File: config.mk
export PLATFORM = sky130hd
export DESIGN_NAME = stream_ctrl_flat
export DESIGN_NICKNAME = d
export VERILOG_FILES = /design/src/rtl/stream_ctrl_pkg.sv /design/src/rtl/stream_ctrl_if.sv /design/src/rtl/stream_ctrl_fifo_level_tracker.sv /design/src/rtl/stream_ctrl.sv /design/src/flat_wrapper.sv
export SDC_FILE = /design/constraint.sdc
export NUM_CORES = 1
export LEC_CHECK = 0
export ABC_AREA = 1
export BUFFER_PORTS_ARGS = -buffer_cell sky130_fd_sc_hd__buf_2
export CAP_MARGIN = 20
export CORE_MARGIN = 1
export CORE_UTILIZATION = 55
export DETAILED_ROUTE_END_ITERATION = 12
export GPL_ROUTABILITY_DRIVEN = 0
export HOLD_SLACK_MARGIN = 0.15
export PLACE_DENSITY = 0.79
export SLEW_MARGIN = 15
export SYNTH_ARGS = -nofsm -noshare
export SYNTH_HDL_FRONTEND = slang
export SYNTH_SLANG_ARGS = --single-unit
File: constraint.sdc
create_clock -name clk -period 2.5 [get_ports clk]
set_input_delay 0.125 -clock clk [delete_from_list [all_inputs] [get_ports clk]]
set_output_delay 0.125 -clock clk [all_outputs]
set_load 0.02 [all_outputs]
File: src/rtl/stream_ctrl_pkg.sv
// Shared types and constants for the stream flow controller.
// The optional PREFILL timeout is enabled with STREAM_CTRL_TIMEOUT_EN.
package stream_ctrl_pkg;

  typedef enum logic [1:0] {
    ST_IDLE    = 2'd0,
    ST_PREFILL = 2'd1,
    ST_RUN     = 2'd2,
    ST_DRAIN   = 2'd3
  } state_e;

  localparam int unsigned UNDERRUN_CNT_W = 8;
  localparam logic [UNDERRUN_CNT_W-1:0] UNDERRUN_CNT_MAX = '1;

endpackage

File: src/rtl/stream_ctrl_if.sv
// Control/status bundle between the stream controller, the RX FIFO and the modulator.
// master = environment side (FIFO + modulator), slave = stream_ctrl.
interface stream_ctrl_if #(
  parameter int DEPTH_WIDTH = 10
) ();
  import stream_ctrl_pkg::*;

  logic                      start;
  logic                      stop;
  logic                      fifo_wr_en;
  logic                      fifo_full;
  logic                      fifo_empty;
  logic                      mod_read;
  logic                      fifo_rd_en;
  logic                      mod_enable;
  logic [DEPTH_WIDTH:0]      level;
  logic [1:0]                state;
  logic                      underrun;
  logic [UNDERRUN_CNT_W-1:0] underrun_cnt;

  modport master (
    output start, stop, fifo_wr_en, fifo_full, fifo_empty, mod_read,
    input  fifo_rd_en, mod_enable, level, state, underrun, underrun_cnt
  );

  modport slave (
    input  start, stop, fifo_wr_en, fifo_full, fifo_empty, mod_read,
    output fifo_rd_en, mod_enable, level, state, underrun, underrun_cnt
  );

endinterface

File: src/rtl/stream_ctrl_fifo_level_tracker.sv
// Up/down occupancy counter that mirrors a FIFO from its applied strobes.
// Saturates at 0 and 2^DEPTH_WIDTH; simultaneous inc/dec cancel.
module fifo_level_tracker #(
  parameter int DEPTH_WIDTH = 10
) (
  input  logic                 clk,
  input  logic                 rst_n,
  input  logic                 inc_i,
  input  logic                 dec_i,
  output logic [DEPTH_WIDTH:0] level_o
);

  localparam logic [DEPTH_WIDTH:0] LEVEL_MAX = {1'b1, {DEPTH_WIDTH{1'b0}}};

  logic [DEPTH_WIDTH:0] level_q, level_d;

  // Clamps are defensive only: qualified strobes should never push past the ends.
  always_comb begin
    level_d = level_q;
    if (inc_i && !dec_i && (level_q != LEVEL_MAX)) begin
      level_d = level_q + 1'b1;
    end else if (dec_i && !inc_i && (level_q != '0)) begin
      level_d = level_q - 1'b1;
    end
  end

  always_ff @(posedge clk or negedge rst_n) begin
    if (!rst_n) begin
      level_q <= '0;
    end else begin
      level_q <= level_d;
    end
  end

  assign level_o = level_q;

endmodule

File: src/rtl/stream_ctrl.sv
// Flow controller between the USB RX FIFO and the modulator: prefill, run, underrun re-buffer, drain.
// Define STREAM_CTRL_TIMEOUT_EN to force PREFILL -> RUN after TIMEOUT_CYCLES without writes.
//
// state   | meaning
// IDLE    | stopped, modulator off
// PREFILL | buffering up to the watermark, modulator off
// RUN     | streaming, reads forwarded to the FIFO
// DRAIN   | stop requested, emptying the FIFO
module stream_ctrl
  import stream_ctrl_pkg::*;
#(
  parameter int DEPTH_WIDTH    = 10,
  parameter int PREFILL_LEVEL  = 512,
  parameter int TIMEOUT_CYCLES = 1024
) (
  input logic          clk,
  input logic          rst_n,
  stream_ctrl_if.slave bus
);

  localparam logic [DEPTH_WIDTH:0] PREFILL_LVL = (DEPTH_WIDTH+1)'(PREFILL_LEVEL);

  state_e                    state_q, state_d;
  logic                      mod_enable_q, mod_enable_d;
  logic                      underrun_q, underrun_d;
  logic [UNDERRUN_CNT_W-1:0] underrun_cnt_q, underrun_cnt_d;
  logic [DEPTH_WIDTH:0]      level;
  logic                      rd_en;
  logic                      timeout_hit;

  assign rd_en = bus.mod_read & mod_enable_q & ~bus.fifo_empty;

  fifo_level_tracker #(.DEPTH_WIDTH(DEPTH_WIDTH)) u_level (
    .clk     (clk),
    .rst_n   (rst_n),
    .inc_i   (bus.fifo_wr_en),
    .dec_i   (rd_en),
    .level_o (level)
  );

`ifdef STREAM_CTRL_TIMEOUT_EN
  localparam int TMO_W = $clog2(TIMEOUT_CYCLES + 1);
  localparam logic [TMO_W-1:0] TMO_LIMIT = TMO_W'(TIMEOUT_CYCLES);

  logic [TMO_W-1:0] tmo_cnt_q, tmo_cnt_d;

  // Held at zero outside PREFILL, so entering PREFILL always starts a fresh window.
  always_comb begin
    tmo_cnt_d = tmo_cnt_q;
    if ((state_q != ST_PREFILL) || bus.fifo_wr_en) begin
      tmo_cnt_d = '0;
    end else if (tmo_cnt_q != TMO_LIMIT) begin
      tmo_cnt_d = tmo_cnt_q + 1'b1;
    end
  end

  always_ff @(posedge clk or negedge rst_n) begin
    if (!rst_n) begin
      tmo_cnt_q <= '0;
    end else begin
      tmo_cnt_q <= tmo_cnt_d;
    end
  end

  assign timeout_hit = (tmo_cnt_q == TMO_LIMIT) && (level != '0);
`else
  assign timeout_hit = 1'b0;
`endif

  always_comb begin
    state_d        = state_q;
    underrun_d     = 1'b0;
    underrun_cnt_d = underrun_cnt_q;
    unique case (state_q)
      ST_IDLE: begin
        if (bus.start && !bus.stop) state_d = ST_PREFILL;
      end
      ST_PREFILL: begin
        if (bus.stop) begin
          state_d = ST_IDLE;
        end else if ((level >= PREFILL_LVL) || bus.fifo_full || timeout_hit) begin
          state_d = ST_RUN;
        end
      end
      ST_RUN: begin
        // stop takes priority over a coincident underrun
        if (bus.stop) begin
          state_d = ST_DRAIN;
        end else if (bus.mod_read && bus.fifo_empty) begin
          state_d    = ST_PREFILL;
          underrun_d = 1'b1;
          if (underrun_cnt_q != UNDERRUN_CNT_MAX) underrun_cnt_d = underrun_cnt_q + 1'b1;
        end
      end
      ST_DRAIN: begin
        if (bus.start && !bus.stop) begin
          state_d = ST_RUN;
        end else if (bus.fifo_empty) begin
          state_d = ST_IDLE;
        end
      end
      default: state_d = ST_IDLE;
    endcase
    mod_enable_d = (state_d == ST_RUN) || (state_d == ST_DRAIN);
  end

  always_ff @(posedge clk or negedge rst_n) begin
    if (!rst_n) begin
      state_q        <= ST_IDLE;
      mod_enable_q   <= 1'b0;
      underrun_q     <= 1'b0;
      underrun_cnt_q <= '0;
    end else begin
      state_q        <= state_d;
      mod_enable_q   <= mod_enable_d;
      underrun_q     <= underrun_d;
      underrun_cnt_q <= underrun_cnt_d;
    end
  end

  assign bus.fifo_rd_en   = rd_en;
  assign bus.mod_enable   = mod_enable_q;
  assign bus.level        = level;
  assign bus.state        = state_q;
  assign bus.underrun     = underrun_q;
  assign bus.underrun_cnt = underrun_cnt_q;

endmodule

File: src/flat_wrapper.sv
// flat-port wrapper written by rule: the top's interface ports become plain ports
module stream_ctrl_flat import stream_ctrl_pkg::*;
#(
  parameter int DEPTH_WIDTH    = 10,
  parameter int PREFILL_LEVEL  = 512,
  parameter int TIMEOUT_CYCLES = 1024
)
  (clk, rst_n, bus_start, bus_stop, bus_fifo_wr_en, bus_fifo_full, bus_fifo_empty, bus_mod_read, bus_fifo_rd_en, bus_mod_enable, bus_level, bus_state, bus_underrun, bus_underrun_cnt);
  stream_ctrl_if #(.DEPTH_WIDTH(DEPTH_WIDTH)) bus_i ();
  input logic clk;
  input logic rst_n;
  input wire logic [$bits(bus_i.start)-1:0] bus_start;
  input wire logic [$bits(bus_i.stop)-1:0] bus_stop;
  input wire logic [$bits(bus_i.fifo_wr_en)-1:0] bus_fifo_wr_en;
  input wire logic [$bits(bus_i.fifo_full)-1:0] bus_fifo_full;
  input wire logic [$bits(bus_i.fifo_empty)-1:0] bus_fifo_empty;
  input wire logic [$bits(bus_i.mod_read)-1:0] bus_mod_read;
  output wire logic [$bits(bus_i.fifo_rd_en)-1:0] bus_fifo_rd_en;
  output wire logic [$bits(bus_i.mod_enable)-1:0] bus_mod_enable;
  output wire logic [$bits(bus_i.level)-1:0] bus_level;
  output wire logic [$bits(bus_i.state)-1:0] bus_state;
  output wire logic [$bits(bus_i.underrun)-1:0] bus_underrun;
  output wire logic [$bits(bus_i.underrun_cnt)-1:0] bus_underrun_cnt;
  assign bus_i.start = bus_start;
  assign bus_i.stop = bus_stop;
  assign bus_i.fifo_wr_en = bus_fifo_wr_en;
  assign bus_i.fifo_full = bus_fifo_full;
  assign bus_i.fifo_empty = bus_fifo_empty;
  assign bus_i.mod_read = bus_mod_read;
  assign bus_fifo_rd_en = bus_i.fifo_rd_en;
  assign bus_mod_enable = bus_i.mod_enable;
  assign bus_level = bus_i.level;
  assign bus_state = bus_i.state;
  assign bus_underrun = bus_i.underrun;
  assign bus_underrun_cnt = bus_i.underrun_cnt;
  stream_ctrl #(.DEPTH_WIDTH(DEPTH_WIDTH), .PREFILL_LEVEL(PREFILL_LEVEL), .TIMEOUT_CYCLES(TIMEOUT_CYCLES)) u_core (.clk(clk), .rst_n(rst_n), .bus(bus_i));
endmodule
==> results.sh <==
export IMPL_drc=2
export IMPL_synthesis_nets=254
export IMPL_failed_checks="design-rule violations"
export IMPL_cts_buffers_inserted=3
export IMPL_synth_area_per_cell_um2=7.38
export IMPL_wire_per_inst_um=11.7
export IMPL_grt_overflow=0
export IMPL_grt_start_max_net_pins=24
export IMPL_critPathSlowestCell="dfrtp_1"
export IMPL_yosysTopAreaCell="dfrtp_1"
export IMPL_clkLatencyLatePin_ns=0.32
export IMPL_area_growth_pct=15.1
export IMPL_cpLargestDelayFamily="simple AND/OR/NAND/NOR gates"
export IMPL_first_iter_violations=68
export IMPL_regArea_um2=576
export IMPL_h_tree_depth=1
export IMPL_synthAdderAreaFrac_pct=9.89
export IMPL_routed_wl_um=3550
export IMPL_grt_setup_unrepaired="no"
export IMPL_die_area_um2=3360
export IMPL_synth_compound_area_share_pct=6.18
export IMPL_die_h_um=57.9
export IMPL_p_leak_nw=1.08
export IMPL_yosys_area_share_simple_pct=36.6
export IMPL_max_freq_ghz=0.438
export IMPL_syn_area_um2=1720
export IMPL_ant_nets=0
export IMPL_holdCritPathClass="input pin to flop"
export IMPL_synth_seq_area_share_pct=33.5
export IMPL_relSlewSlack_pct=64.6
export IMPL_hpwl_um=2640
export IMPL_diodes=0
export IMPL_die_w_um=57.9
export IMPL_clk_pin_slew_ns=0.14
export IMPL_via_count=1550
export IMPL_status="finished with violations"
export IMPL_drv_slew=0
export IMPL_ys_ff_latch=23
export IMPL_synthCells=233
export IMPL_synth_xor_area_share_pct=6.62
export IMPL_setup_viol=0
export IMPL_grt_pass1_wl_um=5950
export IMPL_cts_sinks=23
export IMPL_yosysMostFrequentCell="nand2_1"
export IMPL_critPathMaxStageDelay_ns=0.48
export IMPL_critPathArrivalTime_ns=2.51
export IMPL_synth_distinct_cells=26
export IMPL_synth_common_cells="nand2_1 (83), inv_1 (24), dfrtp_1 (23)"
export IMPL_grt_util_all_layers_pct=22.9
export IMPL_grt_pass1_vias=1352
export IMPL_worstPathCellList="nor2_1 -> nand2_1 -> nor2_2 -> nand2_1 -> nand2_4 -> inv_1 -> fa_1 -> o21bai_1 -> nand2_1 -> nand2_1 -> nand2_1 -> nand3_1 -> nand2_1"
export IMPL_core_um2=2850
export IMPL_crit_type="flop to flop"
export IMPL_period_share_pct=91.4
export IMPL_drtPass1Iterations=9
export IMPL_ys_flop_type="dfrtp_1"
export IMPL_finalClockSkew_ns=0.00208
export IMPL_via_per_inst=5.10
export IMPL_min_period_ns=2.28
export IMPL_crit_required_ns=2.73
export IMPL_cp_start_kind="flop"
export IMPL_synthMuxAreaShare_pct=0
export IMPL_cts_buffer_depth=2
export IMPL_dpl_worst_slack_ns=0.224
export IMPL_layout_nets=295
export IMPL_vdd_ir_drop_max_uv=720
export IMPL_crit_top_cell="nand2_1"
export IMPL_synth_top_area_share_pct=33.5
export IMPL_drv_cap=0
export IMPL_cts_setup_buffers=0
export IMPL_critPathMaxFanout=14
export IMPL_synth_top_family_by_area="simple AND/OR/NAND/NOR gates"
export IMPL_ys_async_sr_fraction_pct=100
export IMPL_cp_end_kind="flop"
export IMPL_antenna_found_initial=0
export IMPL_finalHoldViolCount=0
export IMPL_cts_root_buffer="clkbuf_4"
export IMPL_rows=19
export IMPL_setup_ws_ns=0.215
export IMPL_crit_buf_inv=1
export IMPL_tightest_slew_ns=0.531
export IMPL_initial_core_util_pct=60.3
export IMPL_synth_area_leaders="dfrtp_1 (33%), nand2_1 (18%), ha_1 (8.7%)"
export IMPL_fill_cells=250
export IMPL_ys_warn_count=0
export IMPL_synth_edff_count=0
export IMPL_cts_resized=0
export IMPL_tns_ns=0
export IMPL_drive_gt1_share_pct=20.1
export IMPL_numPortBuffers=31
export IMPL_power_per_cell_area_nw_per_um2=1210
export IMPL_multiInputGateArea_um2=1020
export IMPL_tritoncts="built"
export IMPL_ios=32
[state kept, by name, summed over array words and instances (netlist names)]
name                     flops
u_core.u_level.level_o      11
u_core.bus.underrun          1
u_core.bus.underrun_cnt      8
u_core.bus.state             2
u_core.bus.mod_enable        1
[worst min-delay path, cell delays in order]
cell and delay, ns:
buf_2 0.14, a21oi_1 0.14, o211ai_1 0.09
[routing by layer]
metal	vias up	track usage (%)	wire (um)
met5	-	0	0
met4	0	6.12	34
met3	4	2.68	124
met2	34	38.3	1600
met1	696	31.6	1790
li1	816	-	-
[path summary, 6_finish.rpt]
kind,slack (ns),startpoint,endpoint,cells past startpoint
min in group asynchronous,0.30,rst_n,u_core.u_level.level_o[3]$_DFFE_PN0P_,2
max in group asynchronous,1.85,rst_n,u_core.bus.underrun_cnt[7]$_DFFE_PN0P_,2
hold reg to reg,0.56,u_core.u_level.level_o[10]$_DFFE_PN0P_,u_core.u_level.level_o[10]$_DFFE_PN0P_,2
setup reg to reg,0.22,u_core.u_level.level_o[4]$_DFFE_PN0P_,u_core.u_level.level_o[8]$_DFFE_PN0P_,13
setup / recovery,0.22,u_core.u_level.level_o[4]$_DFFE_PN0P_,u_core.u_level.level_o[8]$_DFFE_PN0P_,13
hold / removal,0.20,bus_fifo_empty,u_core.bus.state[0]$_DFF_PN0_,3
[power breakdown]
group	leakage (nW)	internal [mW]	switching, mW
logic	0.771	0.577	0.927
registers	0.290	0.522	0.181
clock network	0.0177	0.0600	0.123
[logic make-up (layout without fill, tap and decap cells)]
kind of cell    count (synthesis)  in the layout
compound gates                 16             16
xor+xnor                       13             13
fa+ha+maj                      13             13
buf+inv                        27             67
flops                          23             23
simple gates                  141            141
[layout by cell type, fill, tap and decap left out, types with 6 or more instances in the layout]
cell type / Yosys / final
nand2_1: 83 / 83
buf_2: 0 / 31
inv_1: 24 / 24
dfrtp_1: 23 / 23
nor2_1: 18 / 18
nand3_1: 15 / 15
ha_1: 12 / 12
nor3_1: 7 / 7
xor2_1: 7 / 7
xnor2_1: 6 / 6
[layout make-up]
| type | instances | area share, % |
|---|---|---|
| Clock inverter | 1 | 0.253 |
| Sequential cell | 23 | 29.1 |
| Tap cell | 31 | 1.96 |
| Timing Repair Buffer | 37 | 10.7 |
| Inverter | 26 | 5.31 |
| Clock buffer | 3 | 1.14 |
| Multi-Input combinational cell | 183 | 51.5 |
[repair_timing]
action / 4_1_cts / 5_1_grt
hold buffers: 5 / 0
hold endpoints to repair: 26 / 0
endpoints found under the setup margin: 0 / 0
[per-stage QoR]
step / util [%] / std cells / power (mW) / hold slack [ns] / cell area (um^2)
final: 69.4 / 304 / 2.39 / 0.205 / 1980
after global routing: 69.4 / 304 / 2.63 / 0.228 / 1980
after CTS: 69.4 / 304 / 2.40 / 0.179 / 1980
after detailed placement: 66.7 / 295 / 2.20 / 0.129 / 1900
after global placement: 66.7 / 295 / 2.19 / 0.124 / 1900
after floorplan: - / 233 / 1.83 / -0.171 / 1720
No activity file was read; power rests on OpenSTA's default activity.
